**config.mk**
```make
export PLATFORM = sky130hd
export DESIGN_NAME = ml_out_serializer
export DESIGN_NICKNAME = d
export VERILOG_FILES = /design/src/rtl/ml_pkg.sv /design/src/rtl/ml_sync_fifo.sv /design/src/rtl/ml_out_serializer.sv
export SDC_FILE = /design/constraint.sdc
export NUM_CORES = 1
export LEC_CHECK = 0
export CAP_MARGIN = 0
export CORE_UTILIZATION = 46
export CTS_BUF_LIST = sky130_fd_sc_hd__clkbuf_8
export CTS_CLUSTER_SIZE = 20
export DETAILED_ROUTE_END_ITERATION = 7
export HOLD_SLACK_MARGIN = 0.1
export PLACE_DENSITY = 0.64
export SKIP_LAST_GASP = 1
export SLEW_MARGIN = 20
export SYNTH_ARGS = -nofsm -noshare
export SYNTH_HDL_FRONTEND = slang
export SYNTH_SLANG_ARGS = --single-unit
```
**constraint.sdc**
```tcl
create_clock -name i_clk -period 3.4 [get_ports i_clk]
set_clock_uncertainty 0.05 [all_clocks]
set_input_delay 1.02 -clock i_clk [delete_from_list [all_inputs] [get_ports i_clk]]
set_output_delay 1.02 -clock i_clk [all_outputs]
set_load 0.01 [all_outputs]
```
**src/rtl/ml_pkg.sv**
```systemverilog
// Shared helpers and constants for the ML hard-decision output path.
// Holds the ceil-log2 helper and the bit-order mode encoding stored with each word.
package ml_pkg;

    localparam logic MODE_LSB_FIRST = 1'b0;
    localparam logic MODE_MSB_FIRST = 1'b1;

    function automatic int clog2(input int value);
        int r;
        r = 0;
        for (int i = 0; i < 31; i++) begin
            if ((1 << i) < value) begin
                r = i + 1;
            end
        end
        return r;
    endfunction

    function automatic int max_int(input int a, input int b);
        return (a > b) ? a : b;
    endfunction

endpackage

```
**src/rtl/ml_sync_fifo.sv**
```systemverilog
// Single-clock FIFO with first-word-fall-through read data and an occupancy count.
// Writes while full and reads while empty are ignored.
module ml_sync_fifo
    import ml_pkg::*;
#(
    parameter int DATA_WIDTH = 9,
    parameter int DEPTH      = 16
) (
    input  logic                        clk_i,
    input  logic                        rst_i,
    input  logic                        wen,
    input  logic                        ren,
    input  logic [DATA_WIDTH-1:0]       wdata,
    output logic [DATA_WIDTH-1:0]       rdata,
    output logic                        full,
    output logic                        empty,
    output logic [clog2(DEPTH+1)-1:0]   level
);

    localparam int AW = clog2(DEPTH);
    localparam int LW = clog2(DEPTH + 1);

    logic [DATA_WIDTH-1:0] mem_q [DEPTH];
    logic [AW-1:0]         wr_ptr_q, wr_ptr_d;
    logic [AW-1:0]         rd_ptr_q, rd_ptr_d;
    logic [LW-1:0]         level_q, level_d;
    logic                  do_wr;
    logic                  do_rd;

    assign full  = (level_q == LW'(DEPTH));
    assign empty = (level_q == '0);
    assign level = level_q;
    assign rdata = mem_q[rd_ptr_q];
    assign do_wr = wen & ~full;
    assign do_rd = ren & ~empty;

    // DEPTH is a power of two, so the pointers wrap on their own.
    always_comb begin
        wr_ptr_d = wr_ptr_q;
        rd_ptr_d = rd_ptr_q;
        level_d  = level_q;
        if (do_wr) begin
            wr_ptr_d = wr_ptr_q + 1'b1;
        end
        if (do_rd) begin
            rd_ptr_d = rd_ptr_q + 1'b1;
        end
        case ({do_wr, do_rd})
            2'b10:   level_d = level_q + 1'b1;
            2'b01:   level_d = level_q - 1'b1;
            default: level_d = level_q;
        endcase
    end

    always_ff @(posedge clk_i or posedge rst_i) begin
        if (rst_i) begin
            wr_ptr_q <= '0;
            rd_ptr_q <= '0;
            level_q  <= '0;
        end else begin
            wr_ptr_q <= wr_ptr_d;
            rd_ptr_q <= rd_ptr_d;
            level_q  <= level_d;
        end
    end

    always_ff @(posedge clk_i) begin
        if (do_wr) begin
            mem_q[wr_ptr_q] <= wdata;
        end
    end

endmodule

```
**src/rtl/ml_out_serializer.sv**
```systemverilog
// Buffers hard-decision words and serialises each into OUT_W-bit beats, LSB or MSB first.
// Handshake: a word moves on i_x_valid & o_x_ready, a beat moves on o_rd_vld & i_rd_rdy.
module ml_out_serializer
    import ml_pkg::*;
#(
    parameter int WORD_W = 8,
    parameter int OUT_W  = 1,
    parameter int DEPTH  = 16
) (
    input  logic                        i_clk,
    input  logic                        i_reset,
    input  logic                        i_x_valid,
    output logic                        o_x_ready,
    input  logic [WORD_W-1:0]           i_x_hard_bit,
    input  logic                        i_msb_first,
    input  logic                        i_rd_rdy,
    output logic                        o_rd_vld,
    output logic [OUT_W-1:0]            o_hard_bit,
    output logic                        o_last,
    output logic [clog2(DEPTH+1)-1:0]   o_level
);

    localparam int BEATS = WORD_W / OUT_W;
    localparam int CW    = max_int(1, clog2(BEATS));
    localparam int FW    = WORD_W + 1;

    logic              fifo_wen;
    logic              fifo_ren;
    logic [FW-1:0]     fifo_wdata;
    logic [FW-1:0]     fifo_rdata;
    logic              fifo_full;
    logic              fifo_empty;

    logic              vld_q, vld_d;
    logic [CW-1:0]     cnt_q, cnt_d;
    logic [WORD_W-1:0] shift_q, shift_d;
    logic              msb_q, msb_d;

    logic              accept;
    logic              beat_last;
    logic              load;

    // Ready depends only on registered FIFO state; a pop in the same cycle
    // never frees a slot for the incoming word.
    assign o_x_ready  = ~fifo_full;
    assign accept     = i_x_valid & ~fifo_full;
    assign beat_last  = (cnt_q == CW'(BEATS - 1));
    assign load       = ~vld_q | (i_rd_rdy & beat_last);
    assign fifo_wdata = {i_msb_first, i_x_hard_bit};

    ml_sync_fifo #(
        .DATA_WIDTH (FW),
        .DEPTH      (DEPTH)
    ) u_fifo (
        .clk_i (i_clk),
        .rst_i (i_reset),
        .wen   (fifo_wen),
        .ren   (fifo_ren),
        .wdata (fifo_wdata),
        .rdata (fifo_rdata),
        .full  (fifo_full),
        .empty (fifo_empty),
        .level (o_level)
    );

    always_comb begin
        vld_d    = vld_q;
        cnt_d    = cnt_q;
        shift_d  = shift_q;
        msb_d    = msb_q;
        fifo_ren = 1'b0;
        fifo_wen = accept;
        if (load) begin
            cnt_d = '0;
            if (!fifo_empty) begin
                fifo_ren = 1'b1;
                shift_d  = fifo_rdata[WORD_W-1:0];
                msb_d    = fifo_rdata[WORD_W];
                vld_d    = 1'b1;
            end else if (accept) begin
                // Empty FIFO: the incoming word skips the queue entirely.
                fifo_wen = 1'b0;
                shift_d  = i_x_hard_bit;
                msb_d    = i_msb_first;
                vld_d    = 1'b1;
            end else begin
                vld_d = 1'b0;
            end
        end else if (i_rd_rdy) begin
            // The current beat always sits at the exit end of the shifter.
            cnt_d = cnt_q + 1'b1;
            if (msb_q == MODE_MSB_FIRST) begin
                shift_d = shift_q << OUT_W;
            end else begin
                shift_d = shift_q >> OUT_W;
            end
        end
    end

    always_ff @(posedge i_clk or posedge i_reset) begin
        if (i_reset) begin
            vld_q   <= 1'b0;
            cnt_q   <= '0;
            shift_q <= '0;
            msb_q   <= MODE_LSB_FIRST;
        end else begin
            vld_q   <= vld_d;
            cnt_q   <= cnt_d;
            shift_q <= shift_d;
            msb_q   <= msb_d;
        end
    end

    assign o_rd_vld   = vld_q;
    assign o_last     = beat_last;
    assign o_hard_bit = (msb_q == MODE_MSB_FIRST) ? shift_q[WORD_W-1 -: OUT_W]
                                                  : shift_q[OUT_W-1:0];

endmodule
```
# [Word level (Yosys, flattened, before mapping)]
# Memory sizes are Yosys's and may differ from the RTL's.
# Cells that the tools add are included.
[totals] regBits=26 ramBits=144 in_bits=13 out_inout_bits=9 word_cells=51 n_memories=1
[mem_list] memory="u_fifo.mem_q" words=16 word_bits=9 read_ports=1 rd_ports_with_merged_regs=0 wr=1 line="ml_sync_fifo.sv:23" rtl="logic [DATA_WIDTH-1:0] mem_q [DEPTH];"
[op_classes] n_addsub=5 n_eq_ne=6 muxes=19 n_bitwise=8 reduce_logical=5
[op_table] op="two-way mux 8 bit" count=5
[op_table] op="two-way mux 1 bit" count=11
[op_table] op="case mux 5 bit (2 select lines)" count=1
[op_table] op="adder 4 x 1 -> 4 bit, second input constant" count=2
[op_table] op="two-way mux 3 bit" count=2
[op_table] op="adder 5 x 1 -> 5 bit, second input constant" count=1
[op_table] op="equality test 5 bit, second input constant" count=1
[op_table] op="logical NOT 5 bit" count=1
[op_table] op="subtractor 5 x 1 -> 5 bit, second input constant" count=1
[op_table] op="AND 1 bit" count=4
[op_table] op="AND reduction 2 bit" count=2
[op_table] op="nonzero test 2 bit" count=2
[op_table] op="adder 3 x 1 -> 3 bit, second input constant" count=1
[op_table] op="equality test 3 bit, second input constant" count=1
[op_table] op="!= test 3 bit, second input constant" count=1
[op_table] op="inverter 1 bit" count=3
[op_table] op="equality test 2 x 1 -> 1 bit, second input constant" count=1
[op_table] op="equality test 2 bit, second input constant" count=1
[op_table] op="!= test 2 x 1 -> 1 bit, second input constant" count=1
[op_table] op="bitwise OR 1 bit" count=1

# [Depth between registers and ports, before layout]
[logic_depth] word_depth=8 mapped_depth=16 ltp_nobuf=14

# [Hierarchy]
# From an unflattened synthesis, not the netlist that was laid out.
[hier_totals] hier_cells=437 area_unflattened_um2=7273.2
[modules_own_cells] mod="ml_sync_fifo" n_inst=1 cells_each=362 area_each_um2=6396.1 seq_area_each_um2=4649.5
[modules_own_cells] mod="ml_out_serializer" n_inst=1 cells_each=75 area_each_um2=877.1 seq_area_each_um2=325.3

# [Worst setup path after synthesis]
# No wires, ideal clock.
[synth_path] kind="input to register" start="input port i_rd_rdy" end="register u_fifo.level_q[4], in the netlist u_fifo.level[4]" setup_ns=0.080 arrival_time_ns=2.975 required_ns=3.270 setup_slack_ns=0.296 stages=14 path_buffers=2 path_cell_list="a21bo_2 > o21ai_1 > and2_1 > buf_2 > inv_1 > ha_1 > clkbuf_1 > xor2_1 > ha_1 > nor2b_1 > o21ai_0 > a31oi_1 > nor2_1 > xnor2_1"
[synth_between] elab_chain_cells=6 word_cells_on_any_way=10 cone_classes="2 x eq/ne; 3 x mux; 4 x bitwise; 1 x reduce/logical"
[synth_rtl] element="start, declared" line="ml_out_serializer.sv:16" rtl="input logic i_rd_rdy,"
[synth_rtl] element="AND 1 bit (*)" line="ml_out_serializer.sv:48" rtl="assign load = ~vld_q | (i_rd_rdy & beat_last);"
[synth_rtl] element="bitwise OR 1 bit (*)" line="ml_out_serializer.sv:48"
[synth_rtl] element="two-way mux 1 bit" line="ml_out_serializer.sv:73" rtl="if (load) begin"
[synth_rtl] element="AND 1 bit, on equally long branches" line="ml_sync_fifo.sv:35, ml_sync_fifo.sv:34"
[synth_rtl] element="equality test 2 x 1 -> 1 bit / equality test 2 bit (equally long branches)" line="ml_sync_fifo.sv:48" rtl="case ({do_wr, do_rd})"
[synth_rtl] element="case mux 5 bit (2 select lines) / nonzero test 2 bit (equally long branches)"
[synth_rtl] element="end signal, assigned" line="ml_sync_fifo.sv:63" rtl="level_q <= level_d;"
[synth_rtl] element="end, declared" line="ml_sync_fifo.sv:26" rtl="logic [LW-1:0] level_q, level_d;"
# Mark *: on every way between the ends. The rest lies on a longest branch, timed or not.
# A chain may end at the register's enable or synchronous reset.

# [Worst setup path after layout]
[layout_path] start="register u_fifo.level_q[1], in the netlist u_fifo.level[1]" end="output port o_x_ready"
[layout_between] elab_chain_cells=2
[layout_rtl] element="equality test 5 bit" line="ml_sync_fifo.sv:30" rtl="assign full = (level_q == LW'(DEPTH));"
[layout_rtl] element="inverter 1 bit" line="ml_out_serializer.sv:45" rtl="assign o_x_ready = ~fifo_full;"
[layout_rtl] element="end, declared" line="ml_out_serializer.sv:13" rtl="output logic o_x_ready,"
# Every way passes these cells.

==> summary.txt <==
Floorplanning
  – Die ar.: 16300 um2
  – Initial Util: 47.4%
  – CORE AREA: 15300 um2
  – Chip Width: 128 um
  – Chip Height: 128 um
  – Std cell rows: 45
  – I/O pin cnt: 22

Power and ir drop
  – Pwr/cell area: 733 nW/um2
  – Pleak: 2.82 nW
  – VDD IR max: 0.000314 V

Global routing
  – Global-route wire length before repair: 22000 um
  – Largest net degree at the start of global routing: 21
  – Vias in the first global route: 3862
  – Global route total overflow: 0
  – Antenna violations before repair: 0
  – GRT Total Usage: 18.9%

CTS
  – CTS Buf Count: 17
  – CTS Buffer Depth: 2
  – Hold_buf cts: 0
  – CTS clk-pin slew, worst paths: 90 ps
  – CTS root buf: clkbuf_8
  – Post-CTS setup buffers: 0
  – # clock sinks: 170
  – Skew-Pair Late Insertion Delay: 460 ps
  – Post-CTS resize count: 0
  – CTS tree: done
  – CTS H-tree depth: 4

Logic synthesis
  – Post-Syn Area: 7260 um2
  – Ys Warns: 0
  – FF+latch count, synth: 170
  – Top FF cell, synth: edfxtp_1
  – Syn Nets: 442
  – Seq/Total Area, Yosys: 68.5%
  – Asr flop ratio synth: 15.3%
  – EDFF count, synth: 144
  – Post-Syn Instances: 418
  – Average footprint of a synthesized cell: 17.4 um2
  – Post-synth cell types: 52

Routing
  – Antenna Nets Post-Route: 0
  – WL final: 14200 um
  – First drt pass iteration count: 5
  – Drt first-iter violations: 290
  – Routed len/inst: 20.4 um
  – Via count: 3822
  – DR DRC count: 0
  – Routed vias/inst: 5.50

Worst setup path
  – Crit path from: u_fifo.level[1]$_DFFE_PP0P_
  – Setup crit end: o_x_ready
  – Crit Path Max Fanout: 10
  – Crit path DAT: 1990 ps
  – CP Data Required Time: 2330 ps
  – Crit path kind: register to output port
  – Crit Reg-Reg Startpoint: cnt_q[0]$_DFFE_PP0P_
  – R2r setup slk: 530 ps
  – Crit start category: register
  – CP endpoint kind: output port
  – FF-to-FF End: u_fifo.level[4]$_DFFE_PP0P_
  – R2R cell count: 14

Finish
  – P&R area growth vs syn: 13.6%
  – Share of cells above drive strength 1: 24.4%
  – Final #Nets: 495
  – ANT cells: 0
  – Fin cells: 695
  – Fin util: 53.8%

Worst hold path
  – Hold_sp: shift_q[3]$_DFFE_PP0P_
  – HP Class: register to register

STA
  – RSZ-0062 raised after global routing: no
  – Max Fclk: 327 MHz
  – Fin crit period: 3060 ps
  – Final Hold Violating Endpoints: 0
  – Max-slew violations: 0
  – Worst slew margin: 41.0%
  – Final setup violation count: 0
  – Final period util: 90.1%
  – Slew @ Worst Pin: 886 ps

Placed design
  – Inst Count DP: 663
  – GPL Wtd Cong: 0.818
  – Detail Placement HPWL: 9520 um
  – IO buf count: 21

Run
  – # Max-Cap Violations: 0

Run status
  – Status: completed
-- placed cells by master, fill, tap and decap left out, types with 11 or more instances in the layout --
master,count
buf_4,36
mux2i_1,20
ha_1,11
nor2_1,27
dfrtp_1,24
nor2b_1,13
clkbuf_8,17
nand2_1,19
edfxtp_1,144
mux4_2,36
clkdlybuf4s50_1,21
-- worst min-delay path by stage --
stage	endpoint	slack [ps]	cells after the start
after floorplan	shift_q[3]$_DFFE_PP0P_	430	1
after global placement	shift_q[1]$_DFFE_PP0P_	470	1
after detailed placement	shift_q[1]$_DFFE_PP0P_	480	1
after CTS	shift_q[1]$_DFFE_PP0P_	500	1
after global routing	shift_q[1]$_DFFE_PP0P_	520	1
final	shift_q[3]$_DFFE_PP0P_	500	1
-- power breakdown --
part	internal [mW]	switching (mW)
logic	0.910	0.788
registers	2.57	0.386
clock network	0.652	0.734
-- registers in the layout, summed over array words and instances, names as in the netlist --
name	count
u_fifo.rd_ptr_q	4
cnt_q	3
shift_q	8
u_fifo.level	5
u_fifo.mem_q	144
o_rd_vld	1
u_fifo.wr_ptr_q	4
msb_q	1
-- worst max-delay path, stage by stage (launching register included) --
cell             delay [ps]
dfrtp_1                 520
nor4_4                  440
nand2_1                  90
clkdlybuf4s50_1         490
-- logic make-up after synthesis --
logic type | Yosys count | synth area share, %
flops | 170 | 68.5
xor+xnor | 12 | 1.45
mux | 59 | 14.4
compound gates | 50 | 4.96
simple gates | 87 | 6.50
buf+inv | 29 | 2.29
fa+ha+maj | 11 | 1.90
-- cells in the mapped netlist, types with 5 or more instances --
library cell	n	share of area, %
dfrtp_1	26	9.0
nor2_1	27	1.4
o21ai_0	8	0.55
buf_6	5	0.78
mux2i_1	20	2.8
a31oi_1	7	0.60
nor2b_1	13	1.1
xor2_1	5	0.60
edfxtp_1	144	60
a21oi_1	5	0.34
xnor2_1	7	0.84
nand2b_1	9	0.78
nand2_1	19	0.98
ha_1	11	1.9
inv_1	5	0.26
buf_2	9	0.62
mux4_2	36	11
o21a_1	5	0.52
nor3_1	5	0.34
-- final cells by class --
class / instances / area (um2)
clock inverters: 15 / 149
inverters: 6 / 22.5
flip-flops and latches: 170 / 4980
repair buffers: 57 / 480
multi-input cells: 219 / 2120
well taps: 211 / 264
fillers: 1265 / 7070
clock buffers: 17 / 234
-- through the flow --
| step | hold WS, ps | worst slack (ps) | power (mW) | TNS (ps) | cell area [um2] |
|---|---|---|---|---|---|
| after floorplan | 431 | 296 | 4.21 | 0 | 7260 |
| after global placement | 472 | 50.6 | 4.68 | 0 | 7860 |
| after detailed placement | 482 | -2.45 | 4.73 | -2.45 | 7860 |
| after CTS | 504 | 304 | 6.10 | 0 | 8250 |
| after global routing | 522 | 230 | 6.36 | 0 | 8250 |
| final | 501 | 338 | 6.04 | 0 | 8250 |
-- per-layer routing --
metal  vias up  wire (um)  global-route usage, %
met5         -          0                      0
met4         0        227                   7.34
met3        13        590                   3.98
met2        94       6940                   30.4
met1      1974       6430                   25.6
li1       1741          -                      -
Power figures use the tool's default switching activity.
